File: src/rtl/ecall_sequencer_if.sv
// ECALL sequencer signal bundle: commit handshake, register-file ports,
// ecall-unit request/response and fetch redirect.
interface ecall_sequencer_if #(
    parameter int unsigned DATA_WIDTH = 64
);
    logic                  ecall_valid;
    logic [DATA_WIDTH-1:0] ecall_pc;
    logic                  ecall_ready;
    logic                  stores_pending;
    logic [4:0]            rf_rd_addr;
    logic [DATA_WIDTH-1:0] rf_rd_data;
    logic [DATA_WIDTH-1:0] a0;
    logic [DATA_WIDTH-1:0] a1;
    logic [DATA_WIDTH-1:0] a2;
    logic [DATA_WIDTH-1:0] a3;
    logic [DATA_WIDTH-1:0] a4;
    logic [DATA_WIDTH-1:0] a5;
    logic [DATA_WIDTH-1:0] a6;
    logic [DATA_WIDTH-1:0] a7;
    logic                  trigger;
    logic                  flush;
    logic [DATA_WIDTH-1:0] result;
    logic                  rf_wr_en;
    logic [4:0]            rf_wr_addr;
    logic [DATA_WIDTH-1:0] rf_wr_data;
    logic                  redirect_valid;
    logic [DATA_WIDTH-1:0] redirect_pc;
    logic                  stall;
    logic                  err;

    // Sequencer side.
    modport master (
        input  ecall_valid, ecall_pc, stores_pending, rf_rd_data, flush, result,
        output ecall_ready, rf_rd_addr, a0, a1, a2, a3, a4, a5, a6, a7, trigger,
        output rf_wr_en, rf_wr_addr, rf_wr_data, redirect_valid, redirect_pc, stall, err
    );

    // Pipeline / regfile / ecall-unit side.
    modport slave (
        output ecall_valid, ecall_pc, stores_pending, rf_rd_data, flush, result,
        input  ecall_ready, rf_rd_addr, a0, a1, a2, a3, a4, a5, a6, a7, trigger,
        input  rf_wr_en, rf_wr_addr, rf_wr_data, redirect_valid, redirect_pc, stall, err
    );
endinterface

File: src/rtl/ecall_sequencer.sv
// ECALL initiator: stall front end, drain stores, read a0..a7, trigger the
// ecall unit, wait for flush (with timeout), write back a0 and redirect fetch.
module ecall_sequencer #(
    parameter int unsigned DATA_WIDTH   = 64,
    parameter int unsigned RESP_TIMEOUT = 16
) (
    input logic               clk,
    input logic               reset,
    ecall_sequencer_if.master bus
);
    localparam int unsigned TmoW = $clog2(RESP_TIMEOUT + 1);
    localparam logic [TmoW-1:0] TmoMax = TmoW'(RESP_TIMEOUT);

    typedef enum logic [2:0] {StIdle, StDrain, StRead, StFire, StWait, StWb} state_e;

    state_e                state_q, state_d;
    logic [3:0]            idx_q, idx_d;
    logic [TmoW-1:0]       tmo_q, tmo_d;
    logic [TmoW-1:0]       tmo_inc;
    logic                  tmo_hit_q, tmo_hit_d;
    logic [DATA_WIDTH-1:0] pc_q, pc_d;
    logic [DATA_WIDTH-1:0] res_q, res_d;
    logic [DATA_WIDTH-1:0] args_q [8];
    logic [DATA_WIDTH-1:0] args_d [8];

    assign tmo_inc        = tmo_q + TmoW'(1);
    assign bus.rf_wr_data = res_q;
    assign bus.a0         = args_q[0];
    assign bus.a1         = args_q[1];
    assign bus.a2         = args_q[2];
    assign bus.a3         = args_q[3];
    assign bus.a4         = args_q[4];
    assign bus.a5         = args_q[5];
    assign bus.a6         = args_q[6];
    assign bus.a7         = args_q[7];

    // State register; synchronous active-low reset clears everything.
    always_ff @(posedge clk) begin
        if (!reset) begin
            state_q   <= StIdle;
            idx_q     <= '0;
            tmo_q     <= '0;
            tmo_hit_q <= 1'b0;
            pc_q      <= '0;
            res_q     <= '0;
            for (int i = 0; i < 8; i++) begin
                args_q[i] <= '0;
            end
        end else begin
            state_q   <= state_d;
            idx_q     <= idx_d;
            tmo_q     <= tmo_d;
            tmo_hit_q <= tmo_hit_d;
            pc_q      <= pc_d;
            res_q     <= res_d;
            args_q    <= args_d;
        end
    end

    // Next-state logic and Moore/Mealy outputs.
    always_comb begin
        state_d   = state_q;
        idx_d     = idx_q;
        tmo_d     = tmo_q;
        tmo_hit_d = tmo_hit_q;
        pc_d      = pc_q;
        res_d     = res_q;
        args_d    = args_q;

        bus.ecall_ready    = 1'b0;
        bus.rf_rd_addr     = 5'd0;
        bus.trigger        = 1'b0;
        bus.rf_wr_en       = 1'b0;
        bus.rf_wr_addr     = 5'd0;
        bus.redirect_valid = 1'b0;
        bus.redirect_pc    = '0;
        bus.stall          = (state_q != StIdle);
        bus.err            = 1'b0;

        unique case (state_q)
            StIdle: begin
                if (bus.ecall_valid) begin
                    pc_d    = bus.ecall_pc;
                    state_d = StDrain;
                end
            end
            StDrain: begin
                if (!bus.stores_pending) begin
                    idx_d   = 4'd0;
                    state_d = StRead;
                end
            end
            StRead: begin
                // Address goes out at idx, data returns at idx+1.
                if (idx_q < 4'd8) begin
                    bus.rf_rd_addr = 5'd10 + 5'(idx_q);
                end
                // idx 8 wraps [2:0] to 0, so 0-1 lands on a7.
                if (idx_q != 4'd0) begin
                    args_d[idx_q[2:0] - 3'd1] = bus.rf_rd_data;
                end
                if (idx_q == 4'd8) begin
                    state_d = StFire;
                end else begin
                    idx_d = idx_q + 4'd1;
                end
            end
            StFire: begin
                bus.trigger = 1'b1;
                tmo_d       = '0;
                tmo_hit_d   = 1'b0;
                state_d     = StWait;
            end
            StWait: begin
                // Flush takes priority over a timeout landing in the same cycle.
                if (bus.flush) begin
                    res_d   = bus.result;
                    state_d = StWb;
                end else if (tmo_inc == TmoMax) begin
                    bus.err   = 1'b1;
                    tmo_hit_d = 1'b1;
                    tmo_d     = tmo_inc;
                    state_d   = StWb;
                end else begin
                    tmo_d = tmo_inc;
                end
            end
            StWb: begin
                bus.ecall_ready    = 1'b1;
                bus.redirect_valid = 1'b1;
                bus.redirect_pc    = pc_q + DATA_WIDTH'(4);
                if (!tmo_hit_q) begin
                    bus.rf_wr_en   = 1'b1;
                    bus.rf_wr_addr = 5'd10;
                end
                state_d = StIdle;
            end
            default: state_d = StIdle;
        endcase
    end
endmodule

File: src/flat_wrapper.sv
// flat-port wrapper written by rule: the top's interface ports become plain ports
module ecall_sequencer_flat 
#(
    parameter int unsigned DATA_WIDTH   = 64,
    parameter int unsigned RESP_TIMEOUT = 16
)
  (clk, reset, bus_ecall_valid, bus_ecall_pc, bus_stores_pending, bus_rf_rd_data, bus_flush, bus_result, bus_ecall_ready, bus_rf_rd_addr, bus_a0, bus_a1, bus_a2, bus_a3, bus_a4, bus_a5, bus_a6, bus_a7, bus_trigger, bus_rf_wr_en, bus_rf_wr_addr, bus_rf_wr_data, bus_redirect_valid, bus_redirect_pc, bus_stall, bus_err);
  ecall_sequencer_if #(.DATA_WIDTH(DATA_WIDTH)) bus_i ();
  input logic clk;
  input logic reset;
  input wire logic [$bits(bus_i.ecall_valid)-1:0] bus_ecall_valid;
  input wire logic [$bits(bus_i.ecall_pc)-1:0] bus_ecall_pc;
  input wire logic [$bits(bus_i.stores_pending)-1:0] bus_stores_pending;
  input wire logic [$bits(bus_i.rf_rd_data)-1:0] bus_rf_rd_data;
  input wire logic [$bits(bus_i.flush)-1:0] bus_flush;
  input wire logic [$bits(bus_i.result)-1:0] bus_result;
  output wire logic [$bits(bus_i.ecall_ready)-1:0] bus_ecall_ready;
  output wire logic [$bits(bus_i.rf_rd_addr)-1:0] bus_rf_rd_addr;
  output wire logic [$bits(bus_i.a0)-1:0] bus_a0;
  output wire logic [$bits(bus_i.a1)-1:0] bus_a1;
  output wire logic [$bits(bus_i.a2)-1:0] bus_a2;
  output wire logic [$bits(bus_i.a3)-1:0] bus_a3;
  output wire logic [$bits(bus_i.a4)-1:0] bus_a4;
  output wire logic [$bits(bus_i.a5)-1:0] bus_a5;
  output wire logic [$bits(bus_i.a6)-1:0] bus_a6;
  output wire logic [$bits(bus_i.a7)-1:0] bus_a7;
  output wire logic [$bits(bus_i.trigger)-1:0] bus_trigger;
  output wire logic [$bits(bus_i.rf_wr_en)-1:0] bus_rf_wr_en;
  output wire logic [$bits(bus_i.rf_wr_addr)-1:0] bus_rf_wr_addr;
  output wire logic [$bits(bus_i.rf_wr_data)-1:0] bus_rf_wr_data;
  output wire logic [$bits(bus_i.redirect_valid)-1:0] bus_redirect_valid;
  output wire logic [$bits(bus_i.redirect_pc)-1:0] bus_redirect_pc;
  output wire logic [$bits(bus_i.stall)-1:0] bus_stall;
  output wire logic [$bits(bus_i.err)-1:0] bus_err;
  assign bus_i.ecall_valid = bus_ecall_valid;
  assign bus_i.ecall_pc = bus_ecall_pc;
  assign bus_i.stores_pending = bus_stores_pending;
  assign bus_i.rf_rd_data = bus_rf_rd_data;
  assign bus_i.flush = bus_flush;
  assign bus_i.result = bus_result;
  assign bus_ecall_ready = bus_i.ecall_ready;
  assign bus_rf_rd_addr = bus_i.rf_rd_addr;
  assign bus_a0 = bus_i.a0;
  assign bus_a1 = bus_i.a1;
  assign bus_a2 = bus_i.a2;
  assign bus_a3 = bus_i.a3;
  assign bus_a4 = bus_i.a4;
  assign bus_a5 = bus_i.a5;
  assign bus_a6 = bus_i.a6;
  assign bus_a7 = bus_i.a7;
  assign bus_trigger = bus_i.trigger;
  assign bus_rf_wr_en = bus_i.rf_wr_en;
  assign bus_rf_wr_addr = bus_i.rf_wr_addr;
  assign bus_rf_wr_data = bus_i.rf_wr_data;
  assign bus_redirect_valid = bus_i.redirect_valid;
  assign bus_redirect_pc = bus_i.redirect_pc;
  assign bus_stall = bus_i.stall;
  assign bus_err = bus_i.err;
  ecall_sequencer #(.DATA_WIDTH(DATA_WIDTH), .RESP_TIMEOUT(RESP_TIMEOUT)) u_core (.clk(clk), .reset(reset), .bus(bus_i));
endmodule
File: config.mk
export PLATFORM = sky130hd
export DESIGN_NAME = ecall_sequencer_flat
export DESIGN_NICKNAME = d
export VERILOG_FILES = /design/src/rtl/ecall_sequencer_if.sv /design/src/rtl/ecall_sequencer.sv /design/src/flat_wrapper.sv
export SDC_FILE = /design/constraint.sdc
export NUM_CORES = 1
export LEC_CHECK = 0
export CAP_MARGIN = 20
export CORE_AREA = 10 10 327 329
export DETAILED_ROUTE_END_ITERATION = 10
export DIE_AREA = 0 0 337 339
export PLACE_DENSITY = 0.55
export SETUP_SLACK_MARGIN = 0.15
export SYNTH_ARGS = -nofsm -noshare
export SYNTH_HDL_FRONTEND = slang
export SYNTH_SLANG_ARGS = --single-unit
export TNS_END_PERCENT = 20
File: constraint.sdc
create_clock -name clk -period 3.4 [get_ports clk]
set_clock_uncertainty 0.05 [all_clocks]
set_input_delay 0.68 -clock clk [delete_from_list [all_inputs] [get_ports clk]]
set_output_delay 0.68 -clock clk [all_outputs]
set_load 0.02 [all_outputs]
Word level (Yosys, flattened, before mapping)

Index checks and enable logic that the tools add are counted.

Register bits: 653
Bits of input ports: 197
Output and inout bits: 656
Word-level logic and storage cells: 79

Add/subtract/negate cells: 5
Magnitude comparators: 3
Equality and inequality tests: 14
Muxes and demuxes: 29
Bitwise operators: 1
Reduce and logical (&&, ||, !) cells: 13

Operators with widths:

| cell                                                                 | number |
|---|---|
| 512-bit bitwise mux                                                  | 1 |
| 64-bit demux with 3-bit select                                       | 1 |
| 64-bit two-way mux                                                   | 2 |
| 64-bit by 3-bit adder with 64-bit output, second input constant      | 1 |
| 5-bit two-way mux                                                    | 4 |
| 3-bit two-way mux                                                    | 5 |
| 3-bit case mux with 5 select lines                                   | 1 |
| 4-bit two-way mux                                                    | 3 |
| 5-bit case mux with 2 select lines                                   | 1 |
| 1-bit two-way mux                                                    | 9 |
| 2-bit inequality test, second input constant                         | 4 |
| 4-bit case mux with 2 select lines                                   | 1 |
| 2-bit AND reduction                                                  | 4 |
| 3-bit by 2-bit == test with 1-bit output, second input constant      | 2 |
| 3-bit == test, second input constant                                 | 2 |
| 3-bit AND reduction                                                  | 2 |
| 4-bit by 4-bit adder with 5-bit output, first input constant         | 1 |
| 5-bit by 1-bit adder with 5-bit output, second input constant        | 1 |
| 5-bit == test, second input constant                                 | 1 |
| 4-bit by 1-bit adder with 4-bit output, second input constant        | 1 |
| 4-bit == test, second input constant                                 | 1 |
| 4-bit >= comparator, second input constant                           | 1 |
| 4-bit by 1-bit < comparator with 1-bit output, second input constant | 1 |
| 4-bit < comparator, second input constant                            | 1 |
| 12 further kinds                                                     | 14 |

Longest topological paths before layout

Gate-level depths: netlist of run 1.

Depth in word-level cells: 7
Gate-level depth with buffers: 9
Mapped depth without buffers: 7

Worst setup path before layout of run 1

Ideal clock, no wire load.

Kind: reg-to-output
From: reg u_core.pc_q[2]
To: out bus_redirect_pc[46]
Data arrival time: 2.337 ns
Data required time: 2.670 ns
Slack: 0.333 ns
Cell stages (with the launch flop): 8
Buffers on the path: 1
Path through: dfxtp_1 ha_1 nand4_2 nor3_2 nand3_1 buf_2 or4_1 a21oi_1

Word-level cells in the longest chain between the ends: 2

RTL lines:

| item                                     | line                   | source |
|---|---|---|
| start: declaration                       | ecall_sequencer.sv:21  | `logic [DATA_WIDTH-1:0] pc_q, pc_d;` |
| start signal: assignment                 | ecall_sequencer.sv:54  | `pc_q <= pc_d;` |
| 64-bit by 3-bit adder with 64-bit output | ecall_sequencer.sv:131 | `bus.redirect_pc = pc_q + DATA_WIDTH'(4);` |
| 64-bit two-way mux                       | ecall_sequencer.sv:80  | `unique case (state_q)` |
| end: declaration                         | flat_wrapper.sv:32     | `output wire logic [$bits(bus_i.redirect_pc)-1:0] bus_redirect_pc;` |

No other way between the ends.

Worst setup path in the final report of run 1

From: reg u_core.pc_q[15]
To: out bus_redirect_pc[50]

The elaborated chain is that of the path after synthesis.

==> results.txt, run 1 <==
Syn-to-layout area delta = 51.02%
clock sink count = 653
Starting Density = 0.2632
final hold violations = 0
clk buf depth = 3
max frequency = 0.2900 GHz
syn avg cell area = 8.476 um^2
Reg clk slew, reported paths = 60 ps
H-tree levels = 3
DR DRC count = 0
GR Layer Usage met3 = 0.08861
final wirelength = 120300 um
most frequent cells in the layout = nand2_1, clkdlybuf4s50_1, dfxtp_1, a21boi_0, buf_4
largest net degree at the start of global routing = 99
pwr dens = 442.7 nW/um^2
Post-Layout Inst Area = 39700 um^2
Slew headroom = 0.2669
initial antenna violation count = 13
post-route minimum period = 3449 ps
Avg WL per Cell = 22.84 um
#FFs+latches synth = 653
clk root buf = clkbuf_16
final cell count without fillers = 5269
die area = 114200 um^2
via count = 24070
first-pass GRT wire length = 171200 um
Pleak = 0.01310 uW
reg2reg setup slack = 540 ps
failing checks = setup timing
synthesized instance count = 3101
fin crit share = 1.014
worst min-delay path category = register to register
critical path required time = 2670 ps
synth unique cells = 49
Max IR drop VDD = 479.2 uV
commonest non-fill, non-tap cell in the layout = nand2_1
Chip Width = 337 um
Hold Startpoint = u_core.bus.a2[53]$_SDFFE_PN0P_
Final nets = 4109
Post-synth EDFFs = 0
met1 usage = 0.2304
Top Usage Layer GRT = met2
grt total ovfl = 0
worst-path fanout max = 5
CP Launch Type = register
overall power = 17570 uW
CTS tree = yes
post-synthesis sequential area ratio = 0.4973
number of buffers added on ports = 849
hold depth = 2
status = finished, violations left
row cnt = 116
Slew @ Worst Pin = 1100 ps
placed insts = 5101
Setup-failing EPs final = 10
worst skew pair latency = 650 ps
Min Hold Slack = 400.4 ps
GR Util All Layers = 0.2011
total CTS buffers = 80
DR iter-0 viols = 1377
Worst EP arrival = 2720 ps
reg2reg end = u_core.bus.a6[45]$_SDFFE_PN0P_
crit path kind = register to output pin
PnR worst setup slack = -48.65 ps
vias in the first global route = 23440
max cap viols = 0
worst hold endpoint = u_core.bus.a2[53]$_SDFFE_PN0P_
Setup crit end kind = output pin
Final Max Tran Viols = 0
vias per inst = 4.568
Post-Syn Area = 26290 um^2
I/O pins = 853
Detailed Routing Iterations Pass 1 = 5
RSZ-0062 raised after global routing = yes
placed inst area = 36610 um^2
final antenna-violating net count = 0
GR Layer Usage met2 = 0.3335
CORE AREA = 99860 um^2
reg2reg start = u_core.idx_q[0]$_SDFFE_PN0P_
layout cell share with drive strength beyond 1 = 0.1106
Post-CTS Hold Buffers = 0
FF-to-FF path depth = 9
Fill cells = 10080
DP HPWL = 85370 um
Async SR Flop Fraction = 0
Ys Warns = 0
commonest register cell after synthesis = dfxtp_1
DIE HEIGHT = 339 um
Final Wtd Congestion = 0.9035
synthesized netlist by cell type, drive strengths merged (25+ instances only):
cell type / number / area [um^2]
nand2: 1055 / 3960
nand4: 25 / 183.9
mux2i: 128 / 1281
a21boi: 518 / 3889
dfxtp: 653 / 13070
o21ai: 30 / 150.1
nor2: 44 / 167.7
clkbuf: 224 / 842.1
a21oi: 37 / 185.2
nand3: 35 / 185.2
buf: 50 / 282.8
nor2b: 131 / 819.5
how the worst max path moves through the flow:
| stage | startpoint | to | slack [ps] | cells after the start |
|---|---|---|---|---|
| after global placement | u_core.pc_q[2]$_SDFFE_PN0P_ | bus_redirect_pc[50] | 30 | 9 |
| after CTS | u_core.pc_q[18]$_SDFFE_PN0P_ | bus_redirect_pc[46] | -100 | 9 |
| final | u_core.pc_q[15]$_SDFFE_PN0P_ | bus_redirect_pc[50] | -50 | 9 |
| after global routing | u_core.pc_q[23]$_SDFFE_PN0P_ | bus_redirect_pc[50] | -170 | 9 |
| after detailed placement | u_core.pc_q[2]$_SDFFE_PN0P_ | bus_redirect_pc[46] | 20 | 9 |
| after floorplan | u_core.pc_q[2]$_SDFFE_PN0P_ | bus_redirect_pc[46] | 330 | 7 |
timing repair:
| action | CTS | global route |
|---|---|---|
| cloned | 3 | 0 |
| pin swaps | 36 | 28 |
| endpoints found under the setup margin | 75 | 60 |
| resized for setup | 298 | 92 |
| setup buffers | 12 | 6 |
layer usage:
layer / wire, um / share of wire / vias to the layer above
li1: - / - / 11720
met1: 47520 / 0.39 / 11320
met2: 56530 / 0.47 / 848
met3: 12550 / 0.10 / 171
met4: 3667 / 0.030 / 12
met5: 69 / 0.00057 / -
state kept, by name (all words and copies together) (netlist names):
signal / cells
u_core.bus.a0: 64
u_core.bus.a6: 64
u_core.bus.a1: 64
u_core.bus.a2: 64
u_core.pc_q: 64
u_core.state_q: 3
u_core.bus.a3: 64
u_core.tmo_hit_q: 1
u_core.bus.a4: 64
u_core.bus.a5: 64
u_core.idx_q: 4
u_core.bus.a7: 64
u_core.bus.rf_wr_data: 64
u_core.tmo_q: 5
power breakdown:
group / switching (uW) / internal [uW]
Clock: 3580 / 5140
Sequential: 63.5 / 7730
Combinational: 584 / 485
stage by stage:
stage | utilization | TNS, ps | setup slack (ps)
finish | 0.3975 | -161.4 | -48.65
global route | 0.3975 | -2485 | -169.4
CTS | 0.3951 | -854.5 | -97.04
detailed placement | 0.3667 | 0 | 15.58
global placement | 0.3667 | 0 | 29.57
floorplan | - | 0 | 333.3
area by class of cell:
| type | count | area [um^2] | share of cell area |
|---|---|---|---|
| Multi-Input combinational cell | 2152 | 12380 | 0.3119 |
| Timing Repair Buffer | 995 | 9803 | 0.2470 |
| Antenna cell | 3 | 7.507 | 0.0001891 |
| Clock buffer | 110 | 2296 | 0.05784 |
| Tap cell | 1298 | 1624 | 0.04091 |
| Clock inverter | 34 | 375.4 | 0.009456 |
| Sequential cell | 653 | 13120 | 0.3305 |
| Inverter | 24 | 90.09 | 0.002269 |
worst max-delay path, stage by stage, from the launching register on:
cell and delay, ps:
dfxtp_2 340, nand4_4 140, nor4_4 300, buf_4 190
buf_6 90, nand3_4 80, buf_6 140, or4_1 490
a21oi_2 170, buf_6 140
logic make-up (layout without fill, tap and decap cells):
family | Yosys count | count (layout) | share of synthesized area
adder cells (fa/ha/maj) | 6 | 6 | 0.002856
flip-flops | 653 | 653 | 0.4973
AND/OR/NAND/NOR | 1382 | 1382 | 0.2286
buffers and inverters | 298 | 1163 | 0.04622
AO/OA/AOI/OAI | 602 | 602 | 0.1658
other | 1 | 6 | 0.0001427
multiplexers | 128 | 128 | 0.04874
XOR/XNOR | 31 | 31 | 0.01033
Power figures use the tool's default switching activity.
==> run 2, diff against run 1 <==
- CORE_AREA: 10 10 327 329 -> 10 10 319 321
- DIE_AREA: 0 0 337 339 -> 0 0 329 331
- PLACE_DENSITY: 0.55 -> 0.58
- SETUP_SLACK_MARGIN: 0.15 -> 0.2
- clock period: 3.4 -> 3 ns (I/O delays scaled with it)
==> results.txt, run 2 (synthesis results as in run 1) <==
status = finished, violations left
Max IR drop VDD = 465.6 uV
Chip Width = 329 um
Starting Density = 0.2746
grt total ovfl = 0
Slowest-stage cell, CP = or3_4
die area = 108900 um^2
Top Metal Used = met5
I/O pins = 853
routed wl met2 = 54740 um
clock sink count = 653
DP HPWL = 84470 um
PnR worst setup slack = -353.2 ps
final antenna-violating net count = 0
Avg WL per Cell = 22.13 um
Largest delay share family, worst path = simple AND/OR/NAND/NOR gates
worst-path fanout max = 8
Crit path largest cell delay = 380 ps
vias in the first global route = 23680
final cell count without fillers = 5308
Top cell by count, worst path = buf_6
CP Launch Type = register
CTS tree = yes
failing checks = setup timing
worst min-delay path category = input pin to register
final wirelength = 117500 um
RSZ-0062 raised after global routing = yes
overall power = 19500 uW
initial antenna violation count = 10
DR DRC count = 0
hold depth = 2
reg2reg setup slack = 400 ps
FF-to-FF path depth = 9
Slew @ Worst Pin = 886.5 ps
Pleak = 0.01340 uW
Final Max Tran Viols = 0
Setup crit end kind = output pin
Worst EP arrival = 2700 ps
H-tree levels = 3
crit path kind = register to output pin
Routed met1 length = 46630 um
reg2reg end = u_core.bus.a7[28]$_SDFFE_PN0P_
setup TNS = -8116 ps
most frequent cells in the layout = nand2_1, clkdlybuf4s50_1, dfxtp_1, a21boi_0, buf_4
Worst Path Buf+Inv = 3
row cnt = 114
commonest non-fill, non-tap cell in the layout = nand2_1
GR Util All Layers = 0.2035
vias per inst = 4.561
largest net degree at the start of global routing = 140
Slew headroom = 0.4047
pwr dens = 484.1 nW/um^2
max frequency = 0.2982 GHz
DR iter-0 viols = 1482
total CTS buffers = 75
max cap viols = 0
first-pass GRT wire length = 166000 um
clk root buf = clkbuf_16
worst hold endpoint = u_core.bus.a1[21]$_SDFFE_PN0P_
Hold Startpoint = reset
DIE HEIGHT = 331 um
via count = 24210
critical path cell sequence = nand4_4, buf_12, nor4_4, nand4_1, buf_6, or3_4, a21oi_4, buf_6
Reg clk slew, reported paths = 60 ps
Setup-failing EPs final = 41
layout cell share with drive strength beyond 1 = 0.1330
clk buf depth = 3
Post-CTS Hold Buffers = 0
fin crit share = 1.118
post-route minimum period = 3353 ps
reg2reg start = u_core.idx_q[1]$_SDFFE_PN0P_
Detailed Routing Iterations Pass 1 = 5
final hold violations = 0
number of buffers added on ports = 849
Syn-to-layout area delta = 53.22%
placed insts = 5138
CORE AREA = 95710 um^2
Final Wtd Congestion = 0.8894
wire length on met3 = 11910 um
worst skew pair latency = 630 ps
Final nets = 4172
critical path required time = 2350 ps
pre-CTS setup slack = -429.1 ps
## run 2: where the power goes
group,total [uW],switching (uW),internal [uW]
Clock,9370,3870,5510
Combinational,1320,708,611
Sequential,8810,52.6,8750
Total,19500,4630,14900
## run 2: final cells by class
type / instances / area, um^2
Antenna cell: 9 / 22.52
Clock buffer: 110 / 2301
Clock inverter: 21 / 220.2
Fill cell: 9506 / 55430
Inverter: 24 / 90.09
Multi-Input combinational cell: 2152 / 12540
Sequential cell: 653 / 13110
Tap cell: 1276 / 1597
Timing Repair Buffer: 1063 / 10390
## run 2: per-layer routing
| metal | vias to the layer above | GRT usage |
|---|---|---|
| met5 | - | 0 |
| met4 | 6 | 0.07754 |
| met3 | 167 | 0.08063 |
| met2 | 823 | 0.3334 |
| met1 | 11370 | 0.2371 |
| li1 | 11850 | - |
## run 2: timing repair
item	4_1_cts	5_1_grt
hold endpoints to repair	0	0
pin swaps	42	34
gates resized for setup	424	84
setup endpoints to repair	77	103
cloned	0	1
setup buffers	17	12
## run 2: worst register-to-register path: cells and delay by family (launching register included)
family | cells | cell delay [ps]
muxes | 1 | 370
DFF | 1 | 360
buffers and inverters | 3 | 610
AOI/OAI and AO/OA | 1 | 300
adders and majority gates | 1 | 280
and+or+nand+nor | 3 | 510
## run 2: per-stage QoR
stage,utilization,hold slack (ps),instance area (um^2)
floorplan,-,387.5,26310
global placement,0.3876,390.5,37090
detailed placement,0.3876,393.9,37090
CTS,0.4171,260.7,39920
global route,0.4206,282.4,40260
finish,0.4208,318.5,40270
## run 2: worst max path at each step
stage	from	to	slack, ps	cells after the start
after floorplan	u_core.pc_q[8]$_SDFFE_PN0P_	bus_redirect_pc[45]	190	6
after global placement	u_core.pc_q[15]$_SDFFE_PN0P_	bus_redirect_pc[41]	-410	8
after global routing	u_core.pc_q[18]$_SDFFE_PN0P_	bus_redirect_pc[59]	-510	9
after CTS	u_core.pc_q[2]$_SDFFE_PN0P_	bus_redirect_pc[59]	-380	8
final	u_core.pc_q[15]$_SDFFE_PN0P_	bus_redirect_pc[59]	-350	8
after detailed placement	u_core.pc_q[15]$_SDFFE_PN0P_	bus_redirect_pc[41]	-430	8
==> run 3, diff against run 2 <==
- ABC_CLOCK_PERIOD_IN_PS: default -> 3000
==> results of run 3 <==
No change in the layout: final DEF, timing and power equal those of run 2.
